`src/rtl/fp_regfile_ctx_xfer.sv`:
```
// Context save/restore sequencer moving F0..F31 between the FP regfile and a word-aligned memory area.
// Latency: save 2 cycles/word, restore 3 cycles/word (gnt high, rvalid one cycle after gnt), plus a done cycle.
// Backpressure: a request is held with stable address/data until mem_gnt_i; restore waits for mem_rvalid_i.
module fp_regfile_ctx_xfer #(
  parameter int DATA_WIDTH = 32,
  parameter int ADDR_WIDTH = 32
) (
  input  logic                  clk,
  input  logic                  rst_n,
  input  logic                  start_i,
  input  logic                  mode_i,
  input  logic [ADDR_WIDTH-1:0] base_addr_i,
  output logic                  busy_o,
  output logic                  done_o,
  output logic [4:0]            rf_raddr_o,
  input  logic [DATA_WIDTH-1:0] rf_rdata_i,
  output logic                  rf_we_o,
  output logic [4:0]            rf_waddr_o,
  output logic [DATA_WIDTH-1:0] rf_wdata_o,
  output logic                  mem_req_o,
  output logic                  mem_we_o,
  output logic [ADDR_WIDTH-1:0] mem_addr_o,
  output logic [DATA_WIDTH-1:0] mem_wdata_o,
  input  logic                  mem_gnt_i,
  input  logic                  mem_rvalid_i,
  input  logic [DATA_WIDTH-1:0] mem_rdata_i
);

  typedef enum logic [2:0] {
    IDLE     = 3'd0,
    SAVE_RD  = 3'd1,
    SAVE_REQ = 3'd2,
    RST_REQ  = 3'd3,
    RST_WAIT = 3'd4,
    RST_WR   = 3'd5,
    DONE     = 3'd6
  } state_t;

  localparam logic [4:0]            LAST_IDX   = 5'd31;
  localparam logic [ADDR_WIDTH-1:0] ALIGN_MASK = ~(ADDR_WIDTH'(3));

  state_t                  state_q, state_d;
  logic [4:0]              idx_q, idx_d;
  logic [ADDR_WIDTH-1:0]   base_q, base_d;
  logic [DATA_WIDTH-1:0]   data_q, data_d;

  // State, word index, area base and the single data holding register.
  always_ff @(posedge clk) begin
    if (!rst_n) begin
      state_q <= IDLE;
      idx_q   <= 5'd0;
      base_q  <= '0;
      data_q  <= '0;
    end else begin
      state_q <= state_d;
      idx_q   <= idx_d;
      base_q  <= base_d;
      data_q  <= data_d;
    end
  end

  // Next-state and datapath updates; gnt/rvalid only steer registers, never outputs.
  always_comb begin
    state_d = state_q;
    idx_d   = idx_q;
    base_d  = base_q;
    data_d  = data_q;
    case (state_q)
      IDLE: begin
        if (start_i) begin
          base_d  = base_addr_i & ALIGN_MASK;
          idx_d   = 5'd0;
          state_d = mode_i ? RST_REQ : SAVE_RD;
        end
      end
      SAVE_RD: begin
        data_d  = rf_rdata_i;
        state_d = SAVE_REQ;
      end
      SAVE_REQ: begin
        if (mem_gnt_i) begin
          if (idx_q == LAST_IDX) begin
            state_d = DONE;
          end else begin
            idx_d   = idx_q + 5'd1;
            state_d = SAVE_RD;
          end
        end
      end
      RST_REQ: begin
        if (mem_gnt_i) begin
          state_d = RST_WAIT;
        end
      end
      RST_WAIT: begin
        if (mem_rvalid_i) begin
          data_d  = mem_rdata_i;
          state_d = RST_WR;
        end
      end
      RST_WR: begin
        if (idx_q == LAST_IDX) begin
          state_d = DONE;
        end else begin
          idx_d   = idx_q + 5'd1;
          state_d = RST_REQ;
        end
      end
      DONE: begin
        state_d = IDLE;
      end
      default: begin
        state_d = IDLE;
      end
    endcase
  end

  // Outputs decode the registered state; addresses wrap modulo 2^ADDR_WIDTH.
  assign busy_o      = (state_q != IDLE);
  assign done_o      = (state_q == DONE);
  assign rf_raddr_o  = idx_q;
  assign rf_we_o     = (state_q == RST_WR);
  assign rf_waddr_o  = idx_q;
  assign rf_wdata_o  = data_q;
  assign mem_req_o   = (state_q == SAVE_REQ) || (state_q == RST_REQ);
  assign mem_we_o    = (state_q == SAVE_REQ);
  assign mem_addr_o  = base_q + ADDR_WIDTH'({idx_q, 2'b00});
  assign mem_wdata_o = data_q;

endmodule

```
`config.mk`:
```
export PLATFORM = sky130hd
export DESIGN_NAME = fp_regfile_ctx_xfer
export DESIGN_NICKNAME = d
export VERILOG_FILES = /design/src/rtl/fp_regfile_ctx_xfer.sv
export SDC_FILE = /design/constraint.sdc
export NUM_CORES = 1
export LEC_CHECK = 0
export ABC_AREA = 1
export CAP_MARGIN = 25
export CORE_ASPECT_RATIO = 0.6
export CORE_MARGIN = 2
export CORE_UTILIZATION = 38
export CTS_BUF_LIST = sky130_fd_sc_hd__clkbuf_8
export CTS_CLUSTER_DIAMETER = 100
export DETAILED_ROUTE_END_ITERATION = 7
export GPL_ROUTABILITY_DRIVEN = 0
export PLACE_DENSITY_LB_ADDON = 0.15
export SYNTH_ARGS = -nofsm -noshare
export SYNTH_HDL_FRONTEND = slang
export SYNTH_SLANG_ARGS = --single-unit
```
`constraint.sdc`:
```
create_clock -name clk -period 1.84 [get_ports clk]
set_input_delay 0.276 -clock clk [delete_from_list [all_inputs] [get_ports clk]]
set_output_delay 0.276 -clock clk [all_outputs]
set_load 0.01 [all_outputs]
```
==> flow_summary.yaml <==
outcome:
  outcome: "complete, but fails checks"
  violations: "setup timing"
synth:
  avgSynthCellArea_um2: 6.65
  ys_warn_count: 0
  syn_area_um2: 4250
  ys_ff_latch: 70
  synth_cell_types: 33
  ys_seq_area_share_pct: 33.0
  synth_cells: 639
layout:
  drive_above_1_share_pct: 23.9
  nNetsFinal: 977
  syn2layout_area_growth_pct: 71.0
  antenna_cells: 0
  utilization_pct: 67.7
floorplanning:
  fp.dieH_um: 85.9
  core_um2: 10700
  start_util_pct: 39.6
  die_x_um: 141
  boundaryPins: 213
  fp-row-count: 29
  die_area_um2: 12100
detailed_routing:
  drt_iter0_drc: 395
  viasPerCell: 5.20
  wl_per_cell_um: 15.8
  num_vias: 5259
  postRouteAntennaNets: 0
  wirelength_um: 16000
  drt_pass1_iterations: 5
  drc: 0
critical_path:
  arrival_ns: 2.07
  worst_setup_path_start_kind: "flip-flop"
  end_kind: "output pin"
  required_ns: 1.56
  critPathMaxFanout: 7
  path_class: "flip-flop to output pin"
  reg2regPathDepth: 12
global_routing:
  grt_use_met2_pct: 41.1
  grtUsageTotal_pct: 26.1
  grt_pass1_wl_um: 24900
  grt_pass1_vias: 4967
  gr-max-usage-layer: "met2"
  grt_antenna_before_repair: 0
  overflow: 0
  grt_max_degree: 65
  met3_usage_pct: 7.43
  use_met1_pct: 34.9
timing:
  final-hold-violation-count: 0
  drv_slew: 0
  setup_viol: 29
  finalCritPeriodShare_pct: 127
  final.min_clock_period_ns: 2.34
  rsz0062_at_grt: "yes"
  fin_hold_ws_ns: 0.478
  clock_skew_ns: 0.0116
  tightest_slew_ns: 0.526
  worst_slack_ns: -0.502
  maxSlewHeadroom_pct: 64.9
  max_freq_mhz: 427
clocking:
  numClockSinks: 70
  cts_tree: "done"
  cts_root_buf: "clkbuf_8"
  cts_max_path_buffers: 2
  cts-hold-fix-buffers: 0
  cts_buffers: 9
  clock_latency_ns: 0.37
  clk_pin_slew_ns: 0.09
  htreeDepth: 3
hold_path:
  min_path_type: "input pin to flip-flop"
  hold_depth: 3
power_and_ir_drop:
  ir_drop_mv: 0.641
  pwr_density_cell_nw_per_um2: 1140
  p_leak_nw: 3.07
flow_run:
  maxCapViolCount: 0
place:
  port_buffers: 208
  dpl.hpwl_um: 11500
==> final timing paths <==
kind                          end  slack [ns]           start
setup / recovery   mem_addr_o[20]       -0.50       base_q[4]
hold / removal    mem_wdata_o[11]        0.48  rf_rdata_i[11]
setup reg to reg    rf_raddr_o[0]        0.16   rf_raddr_o[1]
hold reg to reg        base_q[31]        0.49      base_q[31]
==> through the flow <==
stage	area [um^2]	instances	setup WS, ns	setup TNS (ns)	total power [mW]
after global placement	6670	986	-0.556	-12.30	6.54
after CTS	7130	1008	-0.518	-10.44	8.22
after detailed placement	6670	986	-0.551	-13.03	6.62
after global routing	7270	1011	-0.586	-12.70	8.76
after floorplan	4300	640	0.00160	0	4.59
final	7270	1011	-0.502	-10.80	8.28
==> synthesized netlist by cell type (all sizes together) <==
master    n  area (um^2)
conb      1         3.75
dfxtp    70         1400
fa        1         20.0
nor2     43          195
buf      54          374
o22ai     1         6.26
a31oi    32          200
inv      49          184
a21oi    38          190
nand4     3         18.8
and2      1         6.26
xor2     11         96.3
o21ai    59          310
ha        7         87.6
or2       1         6.26
xnor2     3         26.3
nand2   166          646
nand3    76          380
nor3      6         30.0
nand3b    1         7.51
clkbuf   16         60.1
==> report_power, final <==
| part | switching, mW | leakage, nW | internal [mW] |
|---|---|---|---|
| clock network | 0.644 | 0.122 | 0.974 |
| logic | 2.12 | 2.37 | 2.15 |
| registers | 0.406 | 0.583 | 1.99 |
| total | 3.17 | 3.07 | 5.11 |
==> final cells by class <==
class / count / area (um^2)
flip-flops and latches: 70 / 1430
repair buffers: 286 / 2630
clock inverters: 5 / 105
well taps: 139 / 174
inverters: 49 / 184
multi-input cells: 451 / 2600
fillers: 888 / 3470
clock buffers: 11 / 151
==> layout by cell type, fill, tap and decap left out, types with 28 or more instances in the layout <==
cell type / count
a31oi_1: 32
o21ai_0: 50
nand2_1: 143
a21oi_1: 36
nor2_1: 29
nand3_1: 70
clkdlybuf4s50_1: 174
inv_1: 43
dfxtp_1: 56
buf_2: 28
buf_4: 58
==> worst max-delay path, stage by stage (launching register included) <==
cell,delay [ns]
dfxtp_2,0.34
ha_4,0.26
buf_4,0.12
nand2_2,0.07
nor2_1,0.13
nand2_1,0.12
o21ai_4,0.18
buf_6,0.17
nand2_1,0.06
nand2_1,0.05
nand2_1,0.06
buf_2,0.14
==> sequential cells by signal, summed over array words and instances (netlist names) <==
register	cells
base_q	30
mem_wdata_o	32
rf_raddr_o	5
state_q	3
==> metal layers <==
layer	routed length, um	vias to the layer above
met5	0	-
met4	317	0
met3	1610	37
met2	7140	289
met1	6950	2407
li1	-	2526
==> timing repair <==
action,in CTS,in global routing
resized for setup,194,30
setup buffers,6,4
pin swaps,30,23
endpoints found under the setup margin,34,41
==> logic make-up after synthesis <==
| logic type | count (synthesis) | synth area share [%] |
|---|---|---|
| and+or+nand+nor | 297 | 30.4 |
| xor gates and xnor gates | 14 | 2.88 |
| adders and majority gates | 8 | 2.53 |
| AOI/OAI and AO/OA | 130 | 16.6 |
| buffers and inverters | 119 | 14.5 |
| other | 1 | 0.0882 |
| DFF | 70 | 33.0 |
(Power assumes the default switching activity.)
